--- config.mk ---
export PLATFORM = sky130hd
export DESIGN_NAME = uart_axil_stream_master
export DESIGN_NICKNAME = d
export VERILOG_FILES = /design/src/rtl/uart_axil_stream_master.sv
export SDC_FILE = /design/constraint.sdc
export NUM_CORES = 1
export LEC_CHECK = 0
export BUFFER_PORTS_ARGS = -buffer_cell sky130_fd_sc_hd__buf_2
export CORE_MARGIN = 1
export CORE_UTILIZATION = 33
export DETAILED_ROUTE_END_ITERATION = 10
export HOLD_SLACK_MARGIN = 0.1
export SKIP_CTS_REPAIR_TIMING = 1
export SYNTH_ARGS = -nofsm -noshare
export SYNTH_HDL_FRONTEND = slang
export SYNTH_SLANG_ARGS = --single-unit
--- constraint.sdc ---
create_clock -name clk -period 2.3 [get_ports clk]
set_input_delay 0.69 -clock clk [delete_from_list [all_inputs] [get_ports clk]]
set_output_delay 0.69 -clock clk [all_outputs]
set_load 0.05 [all_outputs]
--- src/rtl/uart_axil_stream_master.sv ---
// uart_axil_stream_master
// AXI-lite master that turns a memory-mapped UART slave into a TX byte
// stream (single-beat writes to the data register) and an RX byte stream
// (periodic count polls followed by data-register reads).
//
// Handshake semantics (all channels, both streams and AXI-lite): a beat
// transfers on a rising clk edge where valid and ready are both high. A
// valid, once raised, stays high with its payload held stable until that
// transfer; ready may depend on valid.
module uart_axil_stream_master #(
  parameter int unsigned           ADDR_WIDTH     = 4,
  parameter logic [ADDR_WIDTH-1:0] DATA_ADDR      = ADDR_WIDTH'(4'h0),
  parameter logic [ADDR_WIDTH-1:0] RX_NUM_ADDR    = ADDR_WIDTH'(4'h4),
  parameter int unsigned           POLL_CYCLES    = 64,
  parameter bit                    BYTE_LANE_HIGH = 1'b0
) (
  input  logic                  clk,
  input  logic                  rst,
  // TX byte stream
  input  logic                  tx_valid_i,
  input  logic [7:0]            tx_data_i,
  output logic                  tx_ready_o,
  // RX byte stream
  output logic                  rx_valid_o,
  output logic [7:0]            rx_data_o,
  input  logic                  rx_ready_i,
  // AXI-lite write address
  output logic                  awvalid_o,
  output logic [ADDR_WIDTH-1:0] awaddr_o,
  output logic [2:0]            awprot_o,
  input  logic                  awready_i,
  // AXI-lite write data
  output logic                  wvalid_o,
  output logic [31:0]           wdata_o,
  output logic [3:0]            wstrb_o,
  input  logic                  wready_i,
  // AXI-lite write response
  input  logic                  bvalid_i,
  input  logic [1:0]            bresp_i,
  output logic                  bready_o,
  // AXI-lite read address
  output logic                  arvalid_o,
  output logic [ADDR_WIDTH-1:0] araddr_o,
  output logic [2:0]            arprot_o,
  input  logic                  arready_i,
  // AXI-lite read data
  input  logic                  rvalid_i,
  input  logic [31:0]           rdata_i,
  input  logic [1:0]            rresp_i,
  output logic                  rready_o,
  // Status / debug
  output logic                  resp_err_o,
  output logic [2:0]            state_o
);

  localparam logic [2:0] S_IDLE     = 3'd0;
  localparam logic [2:0] S_WR_REQ   = 3'd1;
  localparam logic [2:0] S_WR_RESP  = 3'd2;
  localparam logic [2:0] S_NUM_REQ  = 3'd3;
  localparam logic [2:0] S_NUM_RESP = 3'd4;
  localparam logic [2:0] S_DAT_REQ  = 3'd5;
  localparam logic [2:0] S_DAT_RESP = 3'd6;
  localparam logic [2:0] S_RX_HOLD  = 3'd7;

  localparam logic TURN_TX = 1'b0;
  localparam logic TURN_RX = 1'b1;

  localparam int unsigned   TW          = $clog2(POLL_CYCLES);
  localparam logic [TW-1:0] POLL_MAX    = TW'(POLL_CYCLES - 1);
  localparam logic [TW-1:0] POLL_MAX_M1 = TW'(POLL_CYCLES - 2);

  logic [2:0]    state;
  logic          turn;
  logic [TW-1:0] timer;
  logic          poll_due;
  logic [7:0]    rx_pending;

  logic       tx_pend;
  logic       rx_pend;
  logic       pick_tx;
  logic       pick_rx;
  logic       start_poll;
  logic       aw_done;
  logic       w_done;
  logic [7:0] rd_byte;
  logic       unused_rdata;

  // Byte lane carrying the count / received byte in read data.
  assign rd_byte      = BYTE_LANE_HIGH ? rdata_i[31:24] : rdata_i[7:0];
  assign unused_rdata = ^rdata_i[23:8];

  // Service requests and the IDLE arbitration between them.
  assign tx_pend    = tx_valid_i;
  assign rx_pend    = (rx_pending != 8'd0) || poll_due;
  assign pick_tx    = tx_pend && (!rx_pend || (turn == TURN_TX));
  assign pick_rx    = rx_pend && (!tx_pend || (turn == TURN_RX));
  assign start_poll = (state == S_IDLE) && pick_rx && (rx_pending == 8'd0);

  // A write channel counts as done once its beat has transferred.
  assign aw_done = !awvalid_o || awready_i;
  assign w_done  = !wvalid_o || wready_i;

  assign tx_ready_o = (state == S_IDLE) && pick_tx;
  assign bready_o   = (state == S_WR_RESP);
  assign rready_o   = (state == S_NUM_RESP) || (state == S_DAT_RESP);
  assign rx_valid_o = (state == S_RX_HOLD);
  assign awprot_o   = 3'b000;
  assign arprot_o   = 3'b000;
  assign state_o    = state;

  // Main sequencer: one AXI transaction at a time, registered request outputs.
  always_ff @(posedge clk or posedge rst) begin
    if (rst) begin
      state     <= S_IDLE;
      turn      <= TURN_TX;
      awvalid_o <= 1'b0;
      awaddr_o  <= '0;
      wvalid_o  <= 1'b0;
      wdata_o   <= '0;
      wstrb_o   <= '0;
      arvalid_o <= 1'b0;
      araddr_o  <= '0;
      rx_data_o <= '0;
    end else begin
      case (state)
        S_IDLE: begin
          if (pick_tx) begin
            state     <= S_WR_REQ;
            turn      <= ~turn;
            awvalid_o <= 1'b1;
            awaddr_o  <= DATA_ADDR;
            wvalid_o  <= 1'b1;
            wdata_o   <= {4{tx_data_i}};
            wstrb_o   <= 4'hF;
          end else if (pick_rx) begin
            turn      <= ~turn;
            arvalid_o <= 1'b1;
            // Draining already-counted bytes wins over a fresh poll.
            if (rx_pending != 8'd0) begin
              state    <= S_DAT_REQ;
              araddr_o <= DATA_ADDR;
            end else begin
              state    <= S_NUM_REQ;
              araddr_o <= RX_NUM_ADDR;
            end
          end
        end
        S_WR_REQ: begin
          if (awvalid_o && awready_i) awvalid_o <= 1'b0;
          if (wvalid_o && wready_i)   wvalid_o  <= 1'b0;
          if (aw_done && w_done)      state     <= S_WR_RESP;
        end
        S_WR_RESP: begin
          if (bvalid_i) state <= S_IDLE;
        end
        S_NUM_REQ: begin
          if (arready_i) begin
            arvalid_o <= 1'b0;
            state     <= S_NUM_RESP;
          end
        end
        S_NUM_RESP: begin
          if (rvalid_i) state <= S_IDLE;
        end
        S_DAT_REQ: begin
          if (arready_i) begin
            arvalid_o <= 1'b0;
            state     <= S_DAT_RESP;
          end
        end
        S_DAT_RESP: begin
          // Data is delivered even when the response reports an error.
          if (rvalid_i) begin
            rx_data_o <= rd_byte;
            state     <= S_RX_HOLD;
          end
        end
        S_RX_HOLD: begin
          if (rx_ready_i) state <= S_IDLE;
        end
        default: state <= S_IDLE;
      endcase
    end
  end

  // Poll timer: counts IDLE cycles, flags a due poll, restarts when a poll begins.
  always_ff @(posedge clk or posedge rst) begin
    if (rst) begin
      timer    <= '0;
      poll_due <= 1'b0;
    end else if (start_poll) begin
      timer    <= '0;
      poll_due <= 1'b0;
    end else if ((state == S_IDLE) && (timer != POLL_MAX)) begin
      timer <= timer + TW'(1);
      if (timer == POLL_MAX_M1) poll_due <= 1'b1;
    end
  end

  // Bytes still to drain: loaded by a count read, reduced by each RX transfer.
  always_ff @(posedge clk or posedge rst) begin
    if (rst) begin
      rx_pending <= 8'd0;
    end else if ((state == S_NUM_RESP) && rvalid_i) begin
      // An errored count cannot be trusted, so nothing is drained on it.
      rx_pending <= (rresp_i != 2'b00) ? 8'd0 : rd_byte;
    end else if ((state == S_RX_HOLD) && rx_ready_i) begin
      rx_pending <= rx_pending - 8'd1;
    end
  end

  // Sticky error flag for any non-OKAY write or read response.
  always_ff @(posedge clk or posedge rst) begin
    if (rst) begin
      resp_err_o <= 1'b0;
    end else if (((state == S_WR_RESP) && bvalid_i && (bresp_i != 2'b00)) ||
                 (((state == S_NUM_RESP) || (state == S_DAT_RESP)) &&
                  rvalid_i && (rresp_i != 2'b00))) begin
      resp_err_o <= 1'b1;
    end
  end

endmodule

# --- Yosys cells after proc, flatten, opt, wreduce, memory -nomap -nowiden ---
# Cells that the tools add are included.
# Widths: inputs -> output; s select.
classes:
  eq_ne: 23
  reduce_logical: 47
  muxes: 31
  bitwise_logic: 2
  addsub: 2
op_table:
  columns: ["op", "n"]
  rows:
  - ["$mux 3", 11]
  - ["$mux 8", 3]
  - ["$pmux 3 s8", 1]
  - ["$ne 2x2->1 const B", 11]
  - ["$reduce_bool 2->1", 8]
  - ["$logic_and 1x1->1", 15]
  - ["$eq 3x3->1 const B", 4]
  - ["$mux 6", 2]
  - ["$mux 1", 11]
  - ["$reduce_and 3->1", 3]
  - ["$logic_not 8->1", 1]
  - ["$reduce_and 2->1", 4]
  - ["$reduce_and 8->1", 1]
  - ["$reduce_bool 8->1", 1]
  - ["$sub 8x1->8 const B", 1]
  - ["$logic_or 1x1->1", 7]
  - ["$add 6x1->6 const B", 1]
  - ["$eq 3x2->1 const B", 2]
  - ["$eq 6x6->1 const B", 1]
  - ["$ne 6x6->1 const B", 1]
  - ["$pmux 1 s2", 3]
  - ["$logic_not 1->1", 4]
  - ["$ne 2x1->1 const B", 2]
  - ["$reduce_and 4->1", 1]
  - ["5 further kinds", 6]
totals:
  input_bits: 53
  ff_bits: 68
  output_inout_bits: 69
  word_cells: 118

# --- Logic depth before layout (Yosys ltp) ---
# Gate-level depths: netlist of the first run.
logic_depth:
  depth_word: 7
  mapped_depth: 7
  depth_no_buf: 6

# --- Least setup slack after synthesis of the first run ---
# OpenSTA, ideal clock, no wires.
synth_path:
  kind: "register to output"
  start: "register state[1], in the netlist state_o[1]"
  end: "output bready_o"
  n_path_buf: 2
  stages_incl_launch_ff: 5
  slack_ns: -0.832
  arrival_ns: 2.442
  path_cell_list: "dfrtp_1 -> clkbuf_2 -> clkbuf_1 -> inv_1 -> nor3_1"
synth_between:
  elab_chain_cells: 1
synth_rtl:
  columns: ["item", "line_no", "text"]
  rows:
  - ["from (decl)", "72", "logic [2:0] state;"]
  - ["from (signal assigned)", "114", "state <= S_IDLE;"]
  - ["from (signal assigned)", "128", "state <= S_WR_REQ;"]
  - ["from (signal assigned)", "140", "state <= S_DAT_REQ;"]
  - ["$eq 3x2->1", "104", "assign bready_o = (state == S_WR_RESP);"]
  - ["to (decl)", "40", "output logic bready_o,"]
# No other way between the ends.

# --- Final worst setup path of the first run ---
layout_path:
  start: "register rx_pending[0]"
  end: "output tx_ready_o"
layout_between:
  elab_chain_cells: 6
layout_rtl:
  columns: ["item", "line_no", "text"]
  rows:
  - ["from (decl)", "76", "logic [7:0] rx_pending;"]
  - ["from (signal assigned)", "206", "rx_pending <= (rresp_i != 2'b00) ? 8'd0 : rd_byte;"]
  - ["from (signal assigned)", "208", "rx_pending <= rx_pending - 8'd1;"]
  - ["$reduce_bool 8->1", "94", "assign rx_pend = (rx_pending != 8'd0) || poll_due;"]
  - ["$logic_or 1x1->1", "94", null]
  - ["$logic_not 1->1", "95", "assign pick_tx = tx_pend && (!rx_pend || (turn == TURN_TX));"]
  - ["$logic_or 1x1->1", "95", null]
  - ["$logic_and 1x1->1", "95", null]
  - ["$logic_and 1x1->1", "103", "assign tx_ready_o = (state == S_IDLE) && pick_tx;"]
  - ["to (decl)", "22", "output logic tx_ready_o,"]
# No other way between the ends.

==> results.cfg, run 1 <==
[outcome]
failed_checks = setup timing
status = finished, violations left

[synth]
synth.most_common_cell = dfrtp_1
synth_top_area_share_pct = 40.84
synthTopCellsByArea = dfrtp_1, buf_4, mux2_2, mux2_4, a21oi_1
synth_edf_count = 0
synthCells = 257
syn_area_um2 = 2512
synth_common_cells = dfrtp_1, buf_4, nor2_1
async_reset_ff_share_pct = 100.0
ys.flop_type = dfrtp_1
synth_area_leader_cell = dfrtp_1
avgSynthCellArea_um2 = 9.776
seq_area_frac_synth_pct = 40.84
synth-seq-cells = 41
synthDistinctLibCells = 50
yosys_warnings = 0

[sta]
rsz0062_at_grt = true
fin_ws_ns = -0.1310
tightestPinTransition_ns = 0.7048
tns_ns = -0.1310
final_max_slew_viol_count = 0
setup-violations-final = 1
skew_ns = 0.003505
whs_ns = 0.4067
fmax_mhz = 411.4
min_period_ns = 2.431
post-route-period-util_pct = 105.7
hold_violations = 0
relSlewSlack_pct = 52.73

[die]
core-area_um2 = 7292
die_h_um = 89.26
rows = 31
die_area_um2 = 7966
initial_core_util_pct = 34.45
io_pins = 122
die_x_um = 89.26

[worst_setup_path]
path_max_fanout = 2
startpoint = rx_pending[0]$_DFFE_PP0P_
r2r_cells = 6
critPathRequiredTime_ns = 1.61
start_kind = flip-flop
r2r_start = rx_pending[0]$_DFFE_PP0P_
crit_path_end_kind = primary output
rr_endpoint = poll_due$_DFFE_PP0P_
critPathKind = flip-flop to primary output
critPathCapture = tx_ready_o
regToRegSetupSlack_ns = 0.45
critPathArrivalTime_ns = 1.74

[global_routing]
grt_use_met3_pct = 2.955
overflow = 0
gr-usage-met2_pct = 23.25
grt-busiest-layer = met2
grt_max_degree = 25
grt_pass1_vias = 1901
grt_pass1_wl_mm = 8.894
grt_antenna_before_repair = 0
grt_util_all_layers_pct = 14.46
grtUsageMet1_pct = 19.87

[flow_run]
maxCapViolations = 0

[cts]
cts_tree = built
clk_latency_ns = 0.30
cts_buffer_depth = 2
htreeDepth = 2
cts-root-buf = clkbuf_8
cts_made_buffers = 5
clkSinkCount = 41
clk_pin_slew_ns = 0.08

[routing]
routed_wl_mm = 5.453
drc = 0
post_drt_wl_per_cell_um = 12.77
drt-initial-drc-count = 79
vias_per_cell = 4.754
drtPass1Iterations = 4
vias = 2030
postRouteAntennaNets = 0

[final_layout]
multi_input_area_um2 = 1185
syn2layout_area_growth_pct = 22.31
seqCellArea_um2 = 1028
finalNetCount = 384
fillers = 755
num_antenna_cells = 0
layout-drive-gt1-share_pct = 42.68

[min_path]
min_path_type = input port to async pin

[placed_design]
place_congestion = 0.8066
hpwl_mm = 4.088
portBuffers = 84
final cells by class:
cell class / count / share of cell area [%]
Clock inverter: 3 / 1.507
Multi-Input combinational cell: 166 / 38.56
Timing Repair Buffer: 100 / 18.49
Sequential cell: 41 / 33.47
Inverter: 13 / 1.710
Clock buffer: 5 / 2.239
Tap cell: 99 / 4.031
metrics by stage:
stage,utilization [%],area [µm²],cells,setup WS [ns]
2_1_floorplan,-,2599,269,-0.08018
3_3_place_gp,39.98,2915,419,-0.05961
3_5_place_dp,39.98,2915,419,-0.06504
4_1_cts,41.56,3030,427,-0.4142
5_1_grt,42.14,3073,427,-0.2436
6_report,42.14,3073,427,-0.1310
worst min path at each step:
stage | from | endpoint | slack [ns] | depth (start not counted)
floorplan | turn$_DFFE_PP0P_ | turn$_DFFE_PP0P_ | 0.46 | 1
global placement | resp_err_o$_DFFE_PP0P_ | resp_err_o$_DFFE_PP0P_ | 0.47 | 2
detailed placement | resp_err_o$_DFFE_PP0P_ | resp_err_o$_DFFE_PP0P_ | 0.47 | 2
CTS | rst | wdata_o[29]$_DFFE_PP0P_ | 0.42 | 2
global route | rst | wdata_o[29]$_DFFE_PP0P_ | 0.44 | 2
finish | rst | resp_err_o$_DFFE_PP0P_ | 0.41 | 2
layout by cell type, fill, tap and decap left out, types with 6 or more instances in the layout:
cell      n
buf_2    81
dfrtp_1  39
buf_4    16
nor2_1   15
a21oi_1  15
conb_1   13
nand2_1  12
nand3_1  11
mux2_2   10
inv_1     9
o21ai_0   8
mux2_4    6
kinds of logic (layout without fill, tap and decap cells):
group / Yosys count / in the layout / synth area share [%]
compound gates: 49 / 49 / 13.20
xor+xnor: 8 / 8 / 2.789
fa+ha+maj: 4 / 4 / 1.992
buf+inv: 62 / 121 / 15.69
flops: 41 / 41 / 40.84
mux: 17 / 17 / 8.466
other cells: 1 / 13 / 0.1493
simple gates: 75 / 75 / 16.88
state kept, by name, indices dropped and copies added (netlist names):
| name | count |
|---|---|
| poll_due | 1 |
| resp_err_o | 1 |
| wstrb_o | 1 |
| rx_data_o | 8 |
| turn | 1 |
| rx_pending | 8 |
| awvalid_o | 1 |
| state_o | 3 |
| arvalid_o | 1 |
| timer | 6 |
| wvalid_o | 1 |
| wdata_o | 8 |
| araddr_o | 1 |
metal layers:
metal | part of all wire (%) | up-vias | routed length (µm)
met2 | 47 | 61 | 2569
met5 | 0 | - | 0
met3 | 4.5 | 7 | 248
met4 | 0.94 | 0 | 51
li1 | - | 997 | -
met1 | 47 | 965 | 2583
critical path: stages, from the launching register on:
cell and delay [ns]:
dfrtp_1 0.40, inv_2 0.08, ha_4 0.13, nor4b_4 0.19
nand2_2 0.10, a211o_1 0.32, clkinvlp_4 0.09, buf_8 0.14
Power of run 1 is not shown: default switching activity piles up to over one toggle a cycle in this logic, so the estimate is an artifact.
==> inputs of run 2 (changes only) <==
--- a/config.mk
+++ b/config.mk
@@ -5,6 +5,7 @@
 export SDC_FILE = /design/constraint.sdc
 export NUM_CORES = 1
 export LEC_CHECK = 0
+export ABC_AREA = 1
 export BUFFER_PORTS_ARGS = -buffer_cell sky130_fd_sc_hd__buf_2
 export CORE_MARGIN = 1
 export CORE_UTILIZATION = 33
==> constraint.sdc (replaced) <==
create_clock -name clk -period 3 [get_ports clk]
set_input_delay 0.9 -clock clk [delete_from_list [all_inputs] [get_ports clk]]
set_output_delay 0.9 -clock clk [all_outputs]
set_load 0.05 [all_outputs]
==> run 2 against run 1 <==
Net effect: the run now ends clean; register-to-register slack improved by 0.89 ns; final cell count rose by 17%; design area did not move; clock-buffer cell count did not move; global-route usage fell by 1.1 points; synthesized area rose by 6.2%; utilization fell by 2.6 points; die area rose by 6.1%; routed wire length fell by 0.22%; worst setup slack improved by 0.33 ns; highest routed layer unchanged.
==> results.cfg, run 2 <==
[outcome]
status = completed

[die]
io_pins = 122
die_x_um = 91.93
die_h_um = 91.93
die_area_um2 = 8451
initial_core_util_pct = 34.36
core-area_um2 = 7767
rows = 32

[sta]
tightestPinTransition_ns = 0.6657
setup-violations-final = 0
tns_ns = 0
fmax_mhz = 357.2
fin_ws_ns = 0.2002
relSlewSlack_pct = 55.52
skew_ns = 0.006397
post-route-period-util_pct = 93.33
final_max_slew_viol_count = 0
hold_violations = 0
rsz0062_at_grt = false
min_period_ns = 2.800

[synth]
synthCells = 337
synth-seq-cells = 41
synth.most_common_cell = nand2_1
yosys_warnings = 0
seq_area_frac_synth_pct = 38.44
synth_area_leader_cell = dfrtp_1
synth_top_area_share_pct = 38.44
ys.flop_type = dfrtp_1
async_reset_ff_share_pct = 100.0
synth_common_cells = nand2_1, buf_4, dfrtp_1
avgSynthCellArea_um2 = 7.919
synthDistinctLibCells = 30
syn_area_um2 = 2669
synth_edf_count = 0
synthTopCellsByArea = dfrtp_1, buf_4, nand2_1, inv_1, nand3_1

[global_routing]
grt_pass1_vias = 2030
grt_max_degree = 18
overflow = 0
grt_util_all_layers_pct = 13.37
grt_pass1_wl_mm = 9.025
grt_antenna_before_repair = 0

[routing]
drtPass1Iterations = 6
drt-initial-drc-count = 76
vias_per_cell = 4.461
drc = 0
vias = 2235
postRouteAntennaNets = 0
post_drt_wl_per_cell_um = 10.86
routed_wl_mm = 5.441

[worst_setup_path]
r2r_start = state_o[2]$_DFFE_PP0P_
cp_slowest_cell = dfrtp_1
critPathCapture = tx_ready_o
r2r_cells = 5
rr_endpoint = rx_data_o[1]$_DFFE_PP0P_
startpoint = rx_pending[0]$_DFFE_PP0P_
path_cells = inv_1, ha_1, nand2_2, nor2_8, nand2_4, nand2_2, nand3_4, inv_2, buf_2
path_max_fanout = 12
slowest_delay_ns = 0.38
start_kind = flip-flop
crit_path_end_kind = primary output
regToRegSetupSlack_ns = 1.34
cp_common_cell = nand2_2
critPathKind = flip-flop to primary output
critPathArrivalTime_ns = 1.90
critPathRequiredTime_ns = 2.10

[placed_design]
hpwl_mm = 4.194
pre_cts_slack_ns = 0.4393
place_congestion = 0.8257
portBuffers = 84

[power]
switchingPower_mw = 2.377
ir_drop_mv = 0.4068
seqPwrFrac_pct = 25.1
power_frac_clock_pct = 13.0
p_leak_nw = 1.733
internal-power_mw = 1.731
power_density_nw_per_um2 = 1337
combPwrFrac_pct = 61.9
swShare_pct = 57.86

[final_layout]
layout-drive-gt1-share_pct = 32.08
top_regs = rx_data_o: 8 flops, rx_pending: 8 flops, wdata_o: 8 flops
num_antenna_cells = 0
final_cell_mix = buf_2, nand2_1, dfrtp_1
syn2layout_area_growth_pct = 15.14
finalNetCount = 455
final_common_cell = buf_2

[cts]
cts-root-buf = clkbuf_8
clk_latency_ns = 0.30
cts_made_buffers = 5
cts_tree = built
clkSinkCount = 41
htreeDepth = 2
clk_pin_slew_ns = 0.08
cts_buffer_depth = 2

[min_path]
min_path_type = flip-flop to flip-flop

[flow_run]
maxCapViolations = 0
-- run 2: cell types whose count changed after synthesis, sizes merged, moves of 16 or more --
cell / change
nand2: +69
inv: +30
nand3: +21
nor2: +19
o21ai: +19
mux2: -16
-- run 2: worst min path at each step --
stage,start,end,slack [ns],cells past startpoint
6_report,rx_data_o[0]$_DFFE_PP0P_,rx_data_o[0]$_DFFE_PP0P_,0.48,2
3_5_place_dp,araddr_o[2]$_DFFE_PP0P_,araddr_o[2]$_DFFE_PP0P_,0.46,2
4_1_cts,rx_data_o[0]$_DFFE_PP0P_,rx_data_o[0]$_DFFE_PP0P_,0.48,2
2_1_floorplan,rx_pending[7]$_DFFE_PP0P_,rx_pending[7]$_DFFE_PP0P_,0.53,2
5_1_grt,rx_data_o[0]$_DFFE_PP0P_,rx_data_o[0]$_DFFE_PP0P_,0.52,2
3_3_place_gp,araddr_o[2]$_DFFE_PP0P_,araddr_o[2]$_DFFE_PP0P_,0.45,2
-- run 2: per-stage QoR --
stage                     hold slack (ns)  area, µm²  util (%)  std cells  power (mW)
after floorplan                    0.5312       2714         -        349       3.299
after global placement             0.4502       2932     37.74        493       3.551
after detailed placement           0.4603       2932     37.74        493       3.587
after CTS                          0.4817       3065     39.47        501       4.132
after global routing               0.5186       3073     39.56        501       4.391
final                              0.4768       3073     39.56        501       4.108
-- run 2: layout make-up --
cell class | instances | area (µm²)
repair buffers | 87 | 442.9
clock inverters | 3 | 65.06
inverters | 43 | 161.4
flip-flops and latches | 41 | 1026
clock buffers | 5 | 68.82
well taps | 102 | 127.6
fillers | 806 | 4695
multi-input cells | 220 | 1181
-- run 2: worst max-delay path, delay by kind of cell (launching register included) --
kind                       cells  cell delay [ns]
and+or+nand+nor                5             0.59
DFF                            1             0.38
buffers and inverters          3             0.44
adders and majority gates      1             0.19
-- run 2: cell families after synthesis --
logic type	Yosys count	synth area share, %
adders and majority gates	4	1.875
buffers and inverters	88	19.27
DFF	41	38.44
and+or+nand+nor	159	29.86
AOI/OAI and AO/OA	44	10.41
other	1	0.1405
-- run 2: routing by layer --
layer | up-vias | GRT usage (%) | share of wire, %
met5 | - | 0 | 0
met4 | 0 | 5.078 | 1.5
met3 | 6 | 3.317 | 5.7
met2 | 69 | 22.51 | 47
met1 | 1015 | 16.43 | 46
li1 | 1145 | - | -
-- run 2: power by group through the flow --
| stage | combinational, mW | clock (mW) | sequential (mW) |
|---|---|---|---|
| floorplan | 1.78 | 0 | 1.52 |
| global placement | 2.52 | 0 | 1.03 |
| detailed placement | 2.55 | 0 | 1.04 |
| CTS | 2.55 | 0.547 | 1.03 |
| global route | 2.75 | 0.571 | 1.07 |
| finish | 2.54 | 0.535 | 1.03 |
(Power assumes the default switching activity.)
